`config.mk`:
```
export PLATFORM = sky130hd
export DESIGN_NAME = fft_bfly_r2
export DESIGN_NICKNAME = d
export VERILOG_FILES = /design/src/rtl/fft_bfly_r2.sv
export SDC_FILE = /design/constraint.sdc
export NUM_CORES = 2
export LEC_CHECK = 0
export ABC_AREA = 1
export CORE_UTILIZATION = 50
export DETAILED_ROUTE_END_ITERATION = 10
export GPL_TIMING_DRIVEN = 0
export HOLD_SLACK_MARGIN = 0.03
export PLACE_DENSITY = 0.68
export REMOVE_ABC_BUFFERS = 1
export SLEW_MARGIN = 20
export SYNTH_ARGS = -nofsm -noshare
export SYNTH_HDL_FRONTEND = slang
export SYNTH_SLANG_ARGS = --single-unit
export TNS_END_PERCENT = 20
```
`constraint.sdc`:
```
create_clock -name clk -period 9.5 [get_ports clk]
set_clock_uncertainty 0.15 [all_clocks]
set_input_delay 0.95 -clock clk [delete_from_list [all_inputs] [get_ports clk]]
set_output_delay 0.95 -clock clk [all_outputs]
set_load 0.005 [all_outputs]
```
`src/rtl/fft_bfly_r2.sv`:
```
// Pipelined radix-2 DIT butterfly: X0 = A + B*W, X1 = A - B*W. It has three register stages,
// round-half-up, optional divide-by-2, saturation with a sticky flag, and valid/ready flow.
module fft_bfly_r2 #(
  parameter int DATA_WIDTH    = 32,
  parameter int TWIDDLE_WIDTH = 9,
  parameter int SCALE         = 1
) (
  input  logic                     clk,
  input  logic                     rst,
  input  logic                     in_valid,
  output logic                     in_ready,
  input  logic [DATA_WIDTH-1:0]    a_re,
  input  logic [DATA_WIDTH-1:0]    a_im,
  input  logic [DATA_WIDTH-1:0]    b_re,
  input  logic [DATA_WIDTH-1:0]    b_im,
  input  logic [TWIDDLE_WIDTH-1:0] w_cos,
  input  logic [TWIDDLE_WIDTH-1:0] w_sin,
  input  logic                     inv,
  output logic                     out_valid,
  input  logic                     out_ready,
  output logic [DATA_WIDTH-1:0]    x0_re,
  output logic [DATA_WIDTH-1:0]    x0_im,
  output logic [DATA_WIDTH-1:0]    x1_re,
  output logic [DATA_WIDTH-1:0]    x1_im,
  output logic                     ovf,
  input  logic                     ovf_clr
);

  localparam int DW  = DATA_WIDTH;
  localparam int TW  = TWIDDLE_WIDTH;
  localparam int PW  = DW + TW;
  localparam int SW  = PW + 1;
  localparam int TWW = DW + 2;
  localparam int UW  = DW + 3;

  localparam logic signed [SW-1:0] RND   = {{(SW-1){1'b0}}, 1'b1} << (TW - 3);
  localparam logic signed [UW-1:0] ONE   = {{(UW-1){1'b0}}, 1'b1};
  localparam logic signed [UW-1:0] MAXV  = {4'b0000, {(DW-1){1'b1}}};
  localparam logic signed [UW-1:0] MINV  = {4'b1111, {(DW-1){1'b0}}};

  logic en;
  assign en       = ~out_valid | out_ready;
  assign in_ready = en;

  logic signed [TW-1:0] s_sel;
  logic signed [PW-1:0] bre_x, bim_x, cos_x, s_x;

  // The min-negative w_sin wraps on negation; the twiddle ROM never produces it.
  assign s_sel = inv ? -$signed(w_sin) : $signed(w_sin);
  assign bre_x = PW'($signed(b_re));
  assign bim_x = PW'($signed(b_im));
  assign cos_x = PW'($signed(w_cos));
  assign s_x   = PW'(s_sel);

  logic                 v1, v2;
  logic signed [DW-1:0] a1_re, a1_im, a2_re, a2_im;
  logic signed [PW-1:0] p_rc, p_is, p_rs, p_ic;
  logic signed [TWW-1:0] t_re, t_im;
  logic signed [SW-1:0] t_re_full, t_im_full;

  assign t_re_full = SW'(p_rc) - SW'(p_is) + RND;
  assign t_im_full = SW'(p_rs) + SW'(p_ic) + RND;

  logic signed [UW-1:0] u [4];
  logic signed [UW-1:0] v [4];
  logic [DW-1:0]        y [4];
  logic [3:0]           sat_v;

  // Stage-3 sums, optional halving and clamp to the output range
  always_comb begin
    u[0] = UW'(a2_re) + UW'(t_re);
    u[1] = UW'(a2_im) + UW'(t_im);
    u[2] = UW'(a2_re) - UW'(t_re);
    u[3] = UW'(a2_im) - UW'(t_im);
    sat_v = '0;
    for (int k = 0; k < 4; k++) begin
      v[k] = u[k];
      y[k] = '0;
      if (SCALE != 0) v[k] = (u[k] + ONE) >>> 1;
      if (v[k] > MAXV) begin
        y[k]     = MAXV[DW-1:0];
        sat_v[k] = 1'b1;
      end else if (v[k] < MINV) begin
        y[k]     = MINV[DW-1:0];
        sat_v[k] = 1'b1;
      end else begin
        y[k] = v[k][DW-1:0];
      end
    end
  end

  always_ff @(posedge clk) begin
    if (rst) begin
      v1        <= 1'b0;
      v2        <= 1'b0;
      out_valid <= 1'b0;
      a1_re     <= '0;
      a1_im     <= '0;
      a2_re     <= '0;
      a2_im     <= '0;
      p_rc      <= '0;
      p_is      <= '0;
      p_rs      <= '0;
      p_ic      <= '0;
      t_re      <= '0;
      t_im      <= '0;
      x0_re     <= '0;
      x0_im     <= '0;
      x1_re     <= '0;
      x1_im     <= '0;
    end else if (en) begin
      v1        <= in_valid;
      a1_re     <= $signed(a_re);
      a1_im     <= $signed(a_im);
      p_rc      <= bre_x * cos_x;
      p_is      <= bim_x * s_x;
      p_rs      <= bre_x * s_x;
      p_ic      <= bim_x * cos_x;
      v2        <= v1;
      a2_re     <= a1_re;
      a2_im     <= a1_im;
      t_re      <= TWW'(t_re_full >>> (TW - 2));
      t_im      <= TWW'(t_im_full >>> (TW - 2));
      out_valid <= v2;
      if (v2) begin
        x0_re <= y[0];
        x0_im <= y[1];
        x1_re <= y[2];
        x1_im <= y[3];
      end
    end
  end

  // Only a valid result entering the output register can set the flag, so a stall never recounts it
  always_ff @(posedge clk) begin
    if (rst) ovf <= 1'b0;
    else if (en && v2 && (|sat_v)) ovf <= 1'b1;
    else if (ovf_clr) ovf <= 1'b0;
  end

endmodule

```
# Word-level counts from Yosys, hierarchy flattened
# Index checks and enable logic that the tools add are counted.
# Widths: inputs -> output; s select.
# totals
elab_cells	69
reg_bits	492
out_inout_bits	131
# op_classes
magnitude_cmp	8
n_mux	19
n_reduce_logical	5
multipliers	4
addsub	13
bitwise	2
# ops
op	count
$mux 32	8
$mul 32x9->41	4
$add 35x2->35 const B	4
$gt 34x32->1 const B	4
$lt 34x32->1 const B	4
$add 41x8->41 const B	2
$add 32x34->35	2
$sub 32x34->35	2
$add 41x41->41	1
$sub 41x41->41	1
$mux 1	10
$mux 9	1
$neg 9->9	1
$reduce_or 4->1	1
$logic_and 1x1->1	2
$reduce_and 2->1	1
$reduce_bool 2->1	1
$not 1->1	1
$or 1x1->1	1

# Longest topological paths before layout
# depth
depth_word	8
ltp_mapped	42
mapped_depth_nobuf	39

# Least setup slack after synthesis
# No wires, ideal clock.
# synth_path
kind	input -> register
start	in w_sin[0]
end	reg p_is[25]
setup_slack_ns	2.249
setup_time_ns	0.058
n_path_buf	4
t_arrival_ns	7.042
path_stages	32
required_time_ns	9.292
cell_sequence	clkbuf_1 -> buf_1 -> inv_1 -> ha_1 -> or2_2 -> o21ai_1 -> inv_1 -> clkbuf_1 -> clkbuf_1 -> nand2_1 -> fa_1 -> inv_1 -> fa_1 -> fa_1 -> fa_1 -> inv_1 -> fa_1 -> inv_1 -> ha_1 -> inv_1 -> o21ai_1 -> nand2_1 -> nand2_1 -> nand2_1 -> nand2_1 -> a21oi_1 -> o21ai_1 -> nand2_1 -> a21o_1 -> nand3_1 -> o211ai_1 -> inv_1
# synth_between
elab_chain_cells	3
# synth_rtl
item	line_no	source
start, declared	17	input logic [TWIDDLE_WIDTH-1:0] w_sin,
$neg 9->9	49	assign s_sel = inv ? -$signed(w_sin) : $signed(w_sin);
$mux 9 (*)	49	
$mul 32x9->41 (*)	116	p_is <= bim_x * s_x;
end signal, assigned	116	
end, declared	57	logic signed [PW-1:0] p_rc, p_is, p_rs, p_ic;
# Mark *: on every way between the ends. The rest lies on a longest branch, timed or not.
# A chain may end at the register's enable or synchronous reset.

# Worst setup path in the final report
# layout_path
start	in w_sin[1]
end	reg p_rs[33]
# layout_between
elab_chain_cells	3
# layout_rtl
item	line_no	source
$neg 9->9	49	
$mux 9 (*)	49	
$mul 32x9->41 (*)	117	p_rs <= bre_x * s_x;
end signal, assigned	117	
end, declared	57	
# Marked as above.

==> impl_metrics.env <==
export IMPL_run_status="complete, no violations"
export IMPL_dieArea_um2=143000
export IMPL_synthFlopType="dfxtp_1"
export IMPL_vias=63829
export IMPL_p_per_area_nw_per_um2=387
export IMPL_hold_ws_ns=0.315
export IMPL_io_buffer_count=282
export IMPL_grt_total_usage=0.309
export IMPL_grt_pass1_vias=62595
export IMPL_drt_iter0_markers=5303
export IMPL_utilization=0.554
export IMPL_clk_latency_ns=0.68
export IMPL_critPathMaxStageDelay_ns=0.86
export IMPL_ir_drop_v=0.000297
export IMPL_crit_required_ns=9.97
export IMPL_final_max_slew_viol_count=0
export IMPL_hold_viol=0
export IMPL_cp_startpoint="w_sin[1]"
export IMPL_final_antenna_net_count=0
export IMPL_fin_nets=11498
export IMPL_cts_resized=0
export IMPL_worstHoldStart="ovf$_SDFFE_PP0P_"
export IMPL_grt_max_degree=151
export IMPL_ys_seq_area_frac=0.139
export IMPL_routedWlPerCell_um=18.9
export IMPL_grt_ovfl_total=0
export IMPL_yosysMostFrequentCell="nand2_1"
export IMPL_cp_max_fo=57
export IMPL_synthTopCellsByCount="nand2_1 (1908), inv_1 (1858), nor2_1 (1124), fa_1 (928), ha_1 (689)"
export IMPL_rr_startpoint="a2_im[1]$_SDFFE_PP0N_"
export IMPL_crit_arrival_ns=8.91
export IMPL_dp_cells=11544
export IMPL_remaining_drc_errors=0
export IMPL_synth_area_leaders="fa_1 (26%), dfxtp_1 (14%), ha_1 (12%)"
export IMPL_nFillCells=13723
export IMPL_cts_buffers=59
export IMPL_dp_hpwl_um=180000
export IMPL_synth_top_area_frac=0.262
export IMPL_syn_area_per_cell_um2=7.31
export IMPL_fin_cells=11660
export IMPL_path_common_cell="inv_1"
export IMPL_gp_congestion=0.999
export IMPL_fin_setup_tns_ns=0
export IMPL_critical_path_class="in2reg"
export IMPL_dieHeight_um=379
export IMPL_vias_per_cell=5.47
export IMPL_rsz0062_at_grt="no"
export IMPL_cts_tree="yes"
export IMPL_root_buffer="clkbuf_16"
export IMPL_cts_setup_buffers=0
export IMPL_cts_sinks=492
export IMPL_initial_core_util=0.506
export IMPL_rows=137
export IMPL_core_area_um2=140000
export IMPL_finalCritPeriodShare=0.887
export IMPL_ys_ff_latch=492
export IMPL_wl_um=221000
export IMPL_clock_fmax_mhz=119
export IMPL_clockBufferDepth=3
export IMPL_hold_buffers=0
export IMPL_endpoint_kind="flip-flop"
export IMPL_fin_crit_ns=8.43
export IMPL_first_pass_iters=6
export IMPL_hp_class="reg2reg"
export IMPL_netlist_area_um2=70900
export IMPL_drive_above_1_share=0.0277
export IMPL_yosysWarnings=0
export IMPL_drv_cap=0
export IMPL_grt_pass1_wl_um=349000
export IMPL_syn_inst=9708
export IMPL_cp_slowest_cell="inv_4"
export IMPL_ys_types=57
export IMPL_worstMarginPinSlew_ns=1.06
export IMPL_antenna_found_initial=17
export IMPL_yosys_area_top_type="fa_1"
export IMPL_path_clk_slew_ns=0.06
export IMPL_max_slew_margin_rel=0.289
export IMPL_p_leak_nw=41.1
export IMPL_htree_levels=2
export IMPL_top_level_ports=283
export IMPL_area_delta_synth_final_pct=9.47
export IMPL_async_reset_ff_frac=0
export IMPL_die_width_um=379
export IMPL_synth_edf_count=0
export IMPL_start_kind="input port"
export IMPL_finalSetupViolations=0
layout make-up:
cell class | instances | area (um2) | share of cell area
antenna | 8 | 20.0 | 0.000258
tap | 1876 | 2350 | 0.0302
clock inverter | 38 | 587 | 0.00756
multi-input combinational | 6988 | 52600 | 0.677
sequential | 492 | 9850 | 0.127
timing repair buffer | 318 | 3620 | 0.0467
clock buffer | 70 | 1570 | 0.0202
inverter | 1870 | 7050 | 0.0908
critical path, delay by kind of cell:
family	cells	cell delay, ns
AOI/OAI and AO/OA	4	1.21
adders and majority gates	7	2.94
buffers and inverters	10	1.94
and+or+nand+nor	13	1.81
cell families (layout without fill, tap and decap cells):
group | count (synthesis) | after routing | synth area share
buf+inv | 2228 | 2296 | 0.120
xor+xnor | 226 | 226 | 0.0279
simple gates | 3467 | 3467 | 0.195
other cells | 0 | 8 | 0
compound gates | 1678 | 1678 | 0.135
flops | 492 | 492 | 0.139
fa+ha+maj | 1617 | 1617 | 0.383
layout by cell type (no fill, tap or decap), types with 65 or more instances in the layout:
master and instances:
nand3_1 239, nand2_1 1908, a21oi_1 599, o211ai_1 118, xnor2_1 81, clkdlybuf4s50_1 272, o21bai_1 102, fa_1 928
o21ai_0 618, nor2_1 1122, inv_1 1851, dfxtp_1 492, xor2_1 145, nor3_1 65, ha_1 689
through the flow:
| stage | cell area [um2] | setup WS [ns] | total power [W] |
|---|---|---|---|
| 2_1_floorplan | 69400 | -13.57 | 0.0195 |
| 3_5_place_dp | 75500 | 0.555 | 0.0271 |
| 5_1_grt | 77600 | 0.760 | 0.0331 |
| 6_report | 77700 | 1.07 | 0.0300 |
| 3_3_place_gp | 74600 | -43.43 | 0.0272 |
| 4_1_cts | 77600 | 1.25 | 0.0299 |
power breakdown:
part | switching, W | internal, W
Sequential | 0.000364 | 0.00264
Clock | 0.00104 | 0.00152
Combinational | 0.0162 | 0.00825
state kept, by name, indices dropped and copies added, names as in the netlist:
name / flops
p_is: 41
v2: 1
p_rs: 41
a2_re: 32
p_rc: 41
x1_re: 32
a2_im: 32
t_re: 34
ovf: 1
out_valid: 1
a1_im: 32
t_im: 34
p_ic: 41
a1_re: 32
v1: 1
x1_im: 32
x0_im: 32
x0_re: 32
layer usage:
layer	global-route usage	part of all wire	vias to the layer above
li1	-	-	30246
met1	0.435	0.44	30905
met2	0.483	0.44	2330
met3	0.0417	0.076	334
met4	0.116	0.042	14
met5	0	0.00042	-
path summary, 6_finish.rpt:
kind | cells after the start | slack, ns | end
hold / removal | 2 | 0.32 | ovf$_SDFFE_PP0P_
setup reg to reg | 22 | 5.47 | x1_im[23]$_SDFFE_PP0P_
hold reg to reg | 2 | 0.32 | ovf$_SDFFE_PP0P_
setup / recovery | 34 | 1.07 | p_rs[33]$_SDFFE_PP0N_
No activity file was read; power rests on OpenSTA's default activity.
